$ cat src/rtl/tx_seq_pkg.sv
`default_nettype none
// +----------------------------------------------------------------------------+
// | Package     : tx_seq_pkg                                                   |
// | Description : Shared types and defaults for the transmit frame sequencer:  |
// |               FSM state encoding, GMII byte bundle, byte-counter type and  |
// |               a saturating increment helper.                               |
// | Revision    : 1.0  initial release                                         |
// +----------------------------------------------------------------------------+
package tx_seq_pkg;

  localparam int unsigned c_min_ifg_dflt   = 12;
  localparam int unsigned c_max_frame_dflt = 1522;

  // Sequencer states. The encoding is explicit so that state values are
  // stable across tool versions.
  typedef enum logic [2:0] {
    ST_DISABLED = 3'd0,
    ST_IFG      = 3'd1,
    ST_IDLE     = 3'd2,
    ST_DATA     = 3'd3,
    ST_DRAIN    = 3'd4
  } tx_state_e;

  // One MAC-side byte with its framing/error qualifiers.
  typedef struct packed {
    logic [7:0] data;
    logic       last;
    logic       error;
  } gmii_byte_t;

  // Per-frame byte counter; wide enough for MAX_FRAME values up to 2047.
  typedef logic [10:0] byte_cnt_t;

  // Increment that sticks at all-ones instead of wrapping.
  function automatic byte_cnt_t sat_inc(input byte_cnt_t v);
    return (&v) ? v : v + 11'd1;
  endfunction

endpackage
`default_nettype wire

$ cat src/rtl/tx_frame_sequencer_if.sv
`default_nettype none
// +----------------------------------------------------------------------------+
// | Interface   : tx_frame_sequencer_if                                        |
// | Description : MAC byte-stream handshake into the frame sequencer.          |
// |   in_valid  MAC byte valid          in_data  MAC byte                      |
// |   in_last   last byte of frame      in_error MAC error on this byte        |
// |   in_ready  byte accepted this cycle (driven by the sequencer)             |
// |   master = MAC side, slave = sequencer side                                |
// | Revision    : 1.0  initial release                                         |
// +----------------------------------------------------------------------------+
interface tx_frame_sequencer_if;
  import tx_seq_pkg::*;

  logic       in_valid;
  logic [7:0] in_data;
  logic       in_last;
  logic       in_error;
  logic       in_ready;

  modport master (
    output in_valid,
    output in_data,
    output in_last,
    output in_error,
    input  in_ready
  );

  modport slave (
    input  in_valid,
    input  in_data,
    input  in_last,
    input  in_error,
    output in_ready
  );

endinterface
`default_nettype wire

$ cat src/rtl/tx_frame_sequencer_symb_timer.sv
`default_nettype none
// +----------------------------------------------------------------------------+
// | Module      : tx_frame_sequencer_symb_timer                                |
// | Description : Symbol timer. Divides the clock by SYMB_DIV while the        |
// |               encoder is ready, produces the tick, the registered symbol   |
// |               strobe, the free-running symbol counter n and the n0         |
// |               snapshot taken at link-up.                                   |
// |   clock, reset        clock / async active-low reset                       |
// |   enc_ready           encoder ready; divider frozen while low              |
// |   capture_n0          load n0 from n on this edge                          |
// |   tick                combinational: last divider cycle with enc_ready     |
// |   symb_timer_done     tick delayed by one cycle                            |
// |   n, n0               symbol counter and its link-up snapshot              |
// | Revision    : 1.0  initial release                                         |
// +----------------------------------------------------------------------------+
module tx_frame_sequencer_symb_timer
  import tx_seq_pkg::*;
#(
  parameter int unsigned SYMB_DIV = 1
) (
  input  logic        clock,
  input  logic        reset,
  input  logic        enc_ready,
  input  logic        capture_n0,
  output logic        tick,
  output logic        symb_timer_done,
  output logic [31:0] n,
  output logic [31:0] n0
);

  // A one-bit divider is kept even for SYMB_DIV=1; it then stays at zero.
  localparam int unsigned          c_div_w    = (SYMB_DIV > 1) ? $clog2(SYMB_DIV) : 1;
  localparam logic [c_div_w-1:0]   c_div_last = c_div_w'(SYMB_DIV - 1);

  logic [c_div_w-1:0] div_q, div_d;
  logic               done_q, done_d;
  logic [31:0]        n_q, n_d;
  logic [31:0]        n0_q, n0_d;

  always_comb begin
    tick   = enc_ready && (div_q == c_div_last);
    div_d  = div_q;
    if (enc_ready) begin
      div_d = tick ? '0 : div_q + c_div_w'(1);
    end
    done_d = tick;
    // Natural 32-bit wrap from all-ones back to zero.
    n_d    = tick ? n_q + 32'd1 : n_q;
    n0_d   = capture_n0 ? n_q : n0_q;
  end

  always_ff @(posedge clock or negedge reset) begin
    if (!reset) begin
      div_q  <= '0;
      done_q <= 1'b0;
      n_q    <= '0;
      n0_q   <= '0;
    end else begin
      div_q  <= div_d;
      done_q <= done_d;
      n_q    <= n_d;
      n0_q   <= n0_d;
    end
  end

  assign symb_timer_done = done_q;
  assign n               = n_q;
  assign n0              = n0_q;

endmodule
`default_nettype wire

$ cat src/rtl/tx_frame_sequencer.sv
`default_nettype none
// +----------------------------------------------------------------------------+
// | Module      : tx_frame_sequencer                                           |
// | Description : Frame-level scheduler in front of the transmit encoder.      |
// |               Paces MAC bytes onto symbol ticks, enforces the inter-frame  |
// |               gap and maximum frame length, handles underrun and link      |
// |               loss, and never resends a partially transmitted frame.       |
// |   clock, reset          clock / async active-low reset                     |
// |   link_enable           management enable                                  |
// |   loc_rcvr_status       local receiver OK                                  |
// |   mac                   MAC byte stream (slave side)                       |
// |   enc_ready             encoder ready (tx_symb_vector_ready)               |
// |   symb_timer_done       one-cycle symbol strobe                            |
// |   n, n0                 symbol counter / value captured at link-up         |
// |   tx_mode               1 = send normal, 0 = send zeros                    |
// |   tx_enable, tx_error, txd   encoder data path (registered)                |
// | Revision    : 1.0  initial release                                         |
// +----------------------------------------------------------------------------+
module tx_frame_sequencer
  import tx_seq_pkg::*;
#(
  parameter int unsigned SYMB_DIV  = 1,
  parameter int unsigned MIN_IFG   = c_min_ifg_dflt,
  parameter int unsigned MAX_FRAME = c_max_frame_dflt  // must be below 2048
) (
  input  logic                  clock,
  input  logic                  reset,
  input  logic                  link_enable,
  input  logic                  loc_rcvr_status,
  tx_frame_sequencer_if.slave   mac,
  input  logic                  enc_ready,
  output logic                  symb_timer_done,
  output logic [31:0]           n,
  output logic [31:0]           n0,
  output logic                  tx_mode,
  output logic                  tx_enable,
  output logic                  tx_error,
  output logic [7:0]            txd
);

  localparam logic [15:0] c_gap_init = 16'(MIN_IFG);
  localparam byte_cnt_t   c_max_cnt  = byte_cnt_t'(MAX_FRAME);

  tx_state_e   state_q, state_d;
  logic [15:0] gap_q, gap_d;
  byte_cnt_t   cnt_q, cnt_d;
  logic        pend_q, pend_d;
  logic        tx_mode_q, tx_mode_d;
  logic        tx_enable_q, tx_enable_d;
  logic        tx_error_q, tx_error_d;
  logic [7:0]  txd_q, txd_d;

  logic        w_tick;
  logic        w_link_ok;
  logic        w_capture;
  logic        w_in_ready;
  byte_cnt_t   w_cnt_next;
  gmii_byte_t  w_byte;

  tx_frame_sequencer_symb_timer #(
    .SYMB_DIV (SYMB_DIV)
  ) u_symb_timer (
    .clock           (clock),
    .reset           (reset),
    .enc_ready       (enc_ready),
    .capture_n0      (w_capture),
    .tick            (w_tick),
    .symb_timer_done (symb_timer_done),
    .n               (n),
    .n0              (n0)
  );

  always_comb begin
    w_link_ok   = link_enable && loc_rcvr_status;
    w_byte      = '{data: mac.in_data, last: mac.in_last, error: mac.in_error};
    state_d     = state_q;
    gap_d       = gap_q;
    cnt_d       = cnt_q;
    pend_d      = pend_q;
    tx_enable_d = tx_enable_q;
    tx_error_d  = tx_error_q;
    txd_d       = txd_q;
    w_capture   = 1'b0;
    w_in_ready  = 1'b0;
    w_cnt_next  = '0;

    if ((state_q != ST_DISABLED) && !w_link_ok) begin
      // Link loss overrides everything, including a coincident tick.
      state_d     = ST_DISABLED;
      tx_enable_d = 1'b0;
      tx_error_d  = 1'b0;
      if ((state_q == ST_DATA) || (state_q == ST_DRAIN)) begin
        pend_d = 1'b1;
      end
    end else begin
      // Each new symbol is idle unless a byte or error symbol replaces it,
      // so encoder outputs only ever change right after a tick.
      if (w_tick) begin
        tx_enable_d = 1'b0;
        tx_error_d  = 1'b0;
        txd_d       = '0;
      end

      unique case (state_q)
        ST_DISABLED: begin
          if (w_link_ok) begin
            w_capture = 1'b1;
            if (pend_q) begin
              // Finish discarding the frame that was cut by the link drop.
              state_d = ST_DRAIN;
              pend_d  = 1'b0;
            end else begin
              state_d = ST_IFG;
              gap_d   = c_gap_init;
            end
          end
        end

        ST_IFG: begin
          if (gap_q == 16'd0) begin
            state_d = ST_IDLE;
          end else if (w_tick) begin
            gap_d = gap_q - 16'd1;
            if (gap_q == 16'd1) begin
              state_d = ST_IDLE;
            end
          end
        end

        ST_IDLE, ST_DATA: begin
          w_in_ready = w_tick;
          if (w_tick && mac.in_valid) begin
            w_cnt_next  = (state_q == ST_IDLE) ? byte_cnt_t'(1) : sat_inc(cnt_q);
            cnt_d       = w_cnt_next;
            txd_d       = w_byte.data;
            tx_enable_d = 1'b1;
            tx_error_d  = w_byte.error;
            if (w_byte.last) begin
              state_d = ST_IFG;
              gap_d   = c_gap_init;
            end else if (w_cnt_next >= c_max_cnt) begin
              // Oversize frame: poison this symbol and discard the rest.
              tx_error_d = 1'b1;
              state_d    = ST_DRAIN;
            end else begin
              state_d = ST_DATA;
            end
          end else if (w_tick && (state_q == ST_DATA)) begin
            // Underrun: one error symbol, then discard the rest of the frame.
            tx_enable_d = 1'b1;
            tx_error_d  = 1'b1;
            txd_d       = '0;
            state_d     = ST_DRAIN;
          end
        end

        ST_DRAIN: begin
          // Discard at clock rate, independent of the symbol timer.
          w_in_ready = mac.in_valid;
          if (mac.in_valid && w_byte.last) begin
            state_d = ST_IFG;
            gap_d   = c_gap_init;
          end
        end

        default: begin
          state_d = ST_DISABLED;
        end
      endcase
    end

    tx_mode_d = (state_d != ST_DISABLED);
  end

  always_ff @(posedge clock or negedge reset) begin
    if (!reset) begin
      state_q     <= ST_DISABLED;
      gap_q       <= '0;
      cnt_q       <= '0;
      pend_q      <= 1'b0;
      tx_mode_q   <= 1'b0;
      tx_enable_q <= 1'b0;
      tx_error_q  <= 1'b0;
      txd_q       <= '0;
    end else begin
      state_q     <= state_d;
      gap_q       <= gap_d;
      cnt_q       <= cnt_d;
      pend_q      <= pend_d;
      tx_mode_q   <= tx_mode_d;
      tx_enable_q <= tx_enable_d;
      tx_error_q  <= tx_error_d;
      txd_q       <= txd_d;
    end
  end

  assign mac.in_ready = w_in_ready;
  assign tx_mode      = tx_mode_q;
  assign tx_enable    = tx_enable_q;
  assign tx_error     = tx_error_q;
  assign txd          = txd_q;

endmodule
`default_nettype wire

$ cat src/flat_wrapper.sv
// flat-port wrapper written by rule: the top's interface ports become plain ports
module tx_frame_sequencer_flat import tx_seq_pkg::*;
#(
  parameter int unsigned SYMB_DIV  = 1,
  parameter int unsigned MIN_IFG   = c_min_ifg_dflt,
  parameter int unsigned MAX_FRAME = c_max_frame_dflt                       
)
  (clock, reset, link_enable, loc_rcvr_status, enc_ready, symb_timer_done, n, n0, tx_mode, tx_enable, tx_error, txd, mac_in_valid, mac_in_data, mac_in_last, mac_in_error, mac_in_ready);
  tx_frame_sequencer_if mac_i ();
  input  logic clock;
  input  logic reset;
  input  logic link_enable;
  input  logic loc_rcvr_status;
  input  logic enc_ready;
  output logic symb_timer_done;
  output logic [31:0] n;
  output logic [31:0] n0;
  output logic tx_mode;
  output logic tx_enable;
  output logic tx_error;
  output logic [7:0] txd;
  input wire logic [$bits(mac_i.in_valid)-1:0] mac_in_valid;
  input wire logic [$bits(mac_i.in_data)-1:0] mac_in_data;
  input wire logic [$bits(mac_i.in_last)-1:0] mac_in_last;
  input wire logic [$bits(mac_i.in_error)-1:0] mac_in_error;
  output wire logic [$bits(mac_i.in_ready)-1:0] mac_in_ready;
  assign mac_i.in_valid = mac_in_valid;
  assign mac_i.in_data = mac_in_data;
  assign mac_i.in_last = mac_in_last;
  assign mac_i.in_error = mac_in_error;
  assign mac_in_ready = mac_i.in_ready;
  tx_frame_sequencer #(.SYMB_DIV(SYMB_DIV), .MIN_IFG(MIN_IFG), .MAX_FRAME(MAX_FRAME)) u_core (.clock(clock), .reset(reset), .link_enable(link_enable), .loc_rcvr_status(loc_rcvr_status), .mac(mac_i), .enc_ready(enc_ready), .symb_timer_done(symb_timer_done), .n(n), .n0(n0), .tx_mode(tx_mode), .tx_enable(tx_enable), .tx_error(tx_error), .txd(txd));
endmodule
$ cat config.mk
export PLATFORM = sky130hd
export DESIGN_NAME = tx_frame_sequencer_flat
export DESIGN_NICKNAME = d
export VERILOG_FILES = /design/src/rtl/tx_seq_pkg.sv /design/src/rtl/tx_frame_sequencer_if.sv /design/src/rtl/tx_frame_sequencer_symb_timer.sv /design/src/rtl/tx_frame_sequencer.sv /design/src/flat_wrapper.sv
export SDC_FILE = /design/constraint.sdc
export NUM_CORES = 1
export LEC_CHECK = 0
export ABC_AREA = 1
export BUFFER_PORTS_ARGS = -buffer_cell sky130_fd_sc_hd__clkbuf_2
export CORE_ASPECT_RATIO = 1.4
export CORE_MARGIN = 3
export CORE_UTILIZATION = 50
export DETAILED_ROUTE_END_ITERATION = 12
export MAX_ROUTING_LAYER = met4
export PLACE_DENSITY = 0.71
export SYNTH_ARGS = -nofsm -noshare
export SYNTH_HDL_FRONTEND = slang
export SYNTH_SLANG_ARGS = --single-unit
$ cat constraint.sdc
create_clock -name clock -period 5.9 [get_ports clock]
set_clock_uncertainty 0.05 [all_clocks]
set_input_delay 0.59 -clock clock [delete_from_list [all_inputs] [get_ports clock]]
set_output_delay 0.59 -clock clock [all_outputs]
set_load 0.05 [all_outputs]
==> flow_metrics.tcl <==
set metrics [dict create \
    final_cell_area_mm2 0.006425 \
    synth.ff_latch_count 108 \
    min_path_type "input port to async pin" \
    fin_tns_setup_ps 0 \
    port_buffers 92 \
    ir_worst_vdd_mv 0.2520 \
    wirelength_um 12880 \
    critPathLaunch "u_core.state_q[2]" \
    p_leak_nw 3.408 \
    place_hpwl_um 9781 \
    worstPathRequired_ps 5260 \
    ys.flop_type "dfrtp_1" \
    cts_root_buffer "clkbuf_16" \
    start_util_pct 52.13 \
    synth_edf_count 0 \
    combPwrFrac_pct 43.1 \
    ant_nets 0 \
    syn_inst 648 \
    ctsHoldBuffers 0 \
    seq_power_share_pct 36.4 \
    finalPower_mw 2.923 \
    netlist_area_mm2 0.005510 \
    htreeDepth 3 \
    diodes 0 \
    first_pass_iters 5 \
    layout_min_cycle_time_ps 2497 \
    wl_per_cell_um 14.54 \
    grt_start_max_net_pins 59 \
    crit_buf_inv 3 \
    postPlaceCellArea_mm2 0.006128 \
    cts_max_path_buffers 2 \
    die-height_um 130.2 \
    coreArea_mm2 0.01057 \
    cp_slowest_cell "dfrtp_1" \
    grtUsageTotal_pct 23.03 \
    finalCritPeriodShare_pct 42.32 \
    arrival_ps 1860 \
    start_kind "flop" \
    grt.busiest_layer "met2" \
    drv_slew 0 \
    rsz0062_at_grt "no" \
    gr-usage-met2_pct 39.45 \
    grt_pass1_wl_um 21820 \
    cts_tree "yes" \
    post_cts_resized 0 \
    gp_congestion 0.8793 \
    post-cts-setup-buffers 0 \
    switching_share_pct 48.00 \
    layout-drive-gt1-share_pct 21.26 \
    rows 44 \
    cts.sinks 108 \
    antenna_found_initial 0 \
    yosysSeqAreaShare_pct 49.05 \
    avgViaCountPerCell 5.170 \
    outcome "completed" \
    grt-ovfl-total 0 \
    cts_buffers 9 \
    cts.clk_slew.worst_paths_ps 70 \
    path_cells "inv_2 > nand2_1 > nor2_1 > inv_1 > o21ai_0 > clkbuf_2" \
    drc_errors 0 \
    clock.fmax_mhz 400.5 \
    synth.avg_cell_area_um2 8.504 \
    rr_startpoint "u_core.cnt_q[1]" \
    internal-power_mw 1.520 \
    cp_slowest_stage_delay_ps 400 \
    postSynth.asyncResetShare_pct 100.0 \
    layout_commonest_cell "nand2_1" \
    die_area_mm2 0.01233 \
    vias 4581 \
    finalWorstSetupSlack_ps 3403 \
    clk_latency_ps 350 \
    clkPwrFrac_pct 20.6 \
    die_w_um 94.73 \
    setup_violations 0 \
    use_met1_pct 27.14 \
    syn2layout_area_growth_pct 16.60 \
    synth_cell_types 39 \
    power.switching_mw 1.403 \
    crit_fanout 4 \
    synth_warnings 0 \
    place_ws_ps 3339 \
    tightest_slew_ps 724.3 \
    powerDensity_mw_per_mm2 455.0 \
    slew_headroom_pct 51.72 \
    final_hold_viol_count 0 \
    critPathKind "flop to output pin" \
    cpLargestDelayFamily "buffers and inverters" \
    drtIter0Drc 238 \
    worst_setup_path_end_kind "output pin" \
    grt_pass1_vias 4606 \
    mostFrequentLayoutCells "nand2_1 (166), dfrtp_1 (108), clkbuf_2 (91)" \
    fin_nets 763 \
    gr-usage-met3_pct 3.806 \
    io_pins 93 \
    syn-num-nets 668 \
    maxCapViolations 0 \
]
==> path summary, 6_finish.rpt <==
check,cells past startpoint,end,slack [ps]
setup / recovery,6,mac_in_ready,3400
hold / removal,1,u_core.cnt_q[7],210
setup reg to reg,14,u_core.tx_mode,3510
hold reg to reg,2,u_core.u_symb_timer.n0[28],430
max in group asynchronous,2,u_core.u_symb_timer.n0[1],4420
min in group clock,2,u_core.u_symb_timer.div_q,360
==> synthesized netlist by cell type (5+ instances only) <==
cell	n	area share [%]
nand2_1	166	11
dfrtp_1	108	49
inv_1	82	5.6
o21ai_0	55	5.0
nor2_1	47	3.2
nand3_1	35	3.2
xor2_1	32	5.1
a21oi_1	16	1.5
nor3_1	10	0.91
clkbuf_1	9	0.61
nand2_2	8	0.91
nand4_1	8	0.91
nor4_1	7	0.79
nor2_4	6	1.2
o31ai_1	6	0.82
nand2_4	5	1.0
==> power groups by stage <==
stage	logic (mW)	registers, mW	clock network (mW)
6_report	1.26	1.06	0.601
5_1_grt	1.38	1.09	0.645
4_1_cts	1.27	1.06	0.614
3_5_place_dp	1.27	1.08	0
3_3_place_gp	1.25	1.07	0
2_1_floorplan	0.568	1.45	0
==> cell type report <==
| type | instances | area [um2] |
|---|---|---|
| inverter | 86 | 322.8 |
| clock inverter | 5 | 53.80 |
| tap | 138 | 172.7 |
| sequential | 108 | 2703 |
| clock buffer | 11 | 242.7 |
| timing repair buffer | 96 | 493.0 |
| fill | 957 | 4145 |
| multi-input combinational | 442 | 2437 |
==> state kept, by name (all words and copies together), names as in the netlist, 3 cells and up <==
| register | count |
|---|---|
| u_core.u_symb_timer.n0 | 32 |
| u_core.u_symb_timer.n | 32 |
| u_core.gap_q | 16 |
| u_core.cnt_q | 11 |
| u_core.txd | 8 |
| u_core.state_q | 3 |
==> metrics by stage <==
step           cells  util (%)  hold WS, ps
6_report         886     60.78        213.8
5_1_grt          886     60.78        270.1
4_1_cts          886     60.78        241.8
3_5_place_dp     870     57.98        415.7
3_3_place_gp     870     57.98        405.0
2_1_floorplan    648         -        244.4
==> logic make-up after synthesis <==
| group | synth area share, % |
|---|---|
| fa+ha+maj | 0.9083 |
| flops | 49.05 |
| xor+xnor | 5.722 |
| simple gates | 29.18 |
| compound gates | 8.424 |
| buf+inv | 6.721 |
==> metal layers <==
metal  share of wire, %  vias to the layer above
met3                3.9                       24
met4                2.3                        0
met1                 41                     2197
li1                   -                     2265
met5                  0                        -
met2                 53                       95
Power figures use the tool's default switching activity.
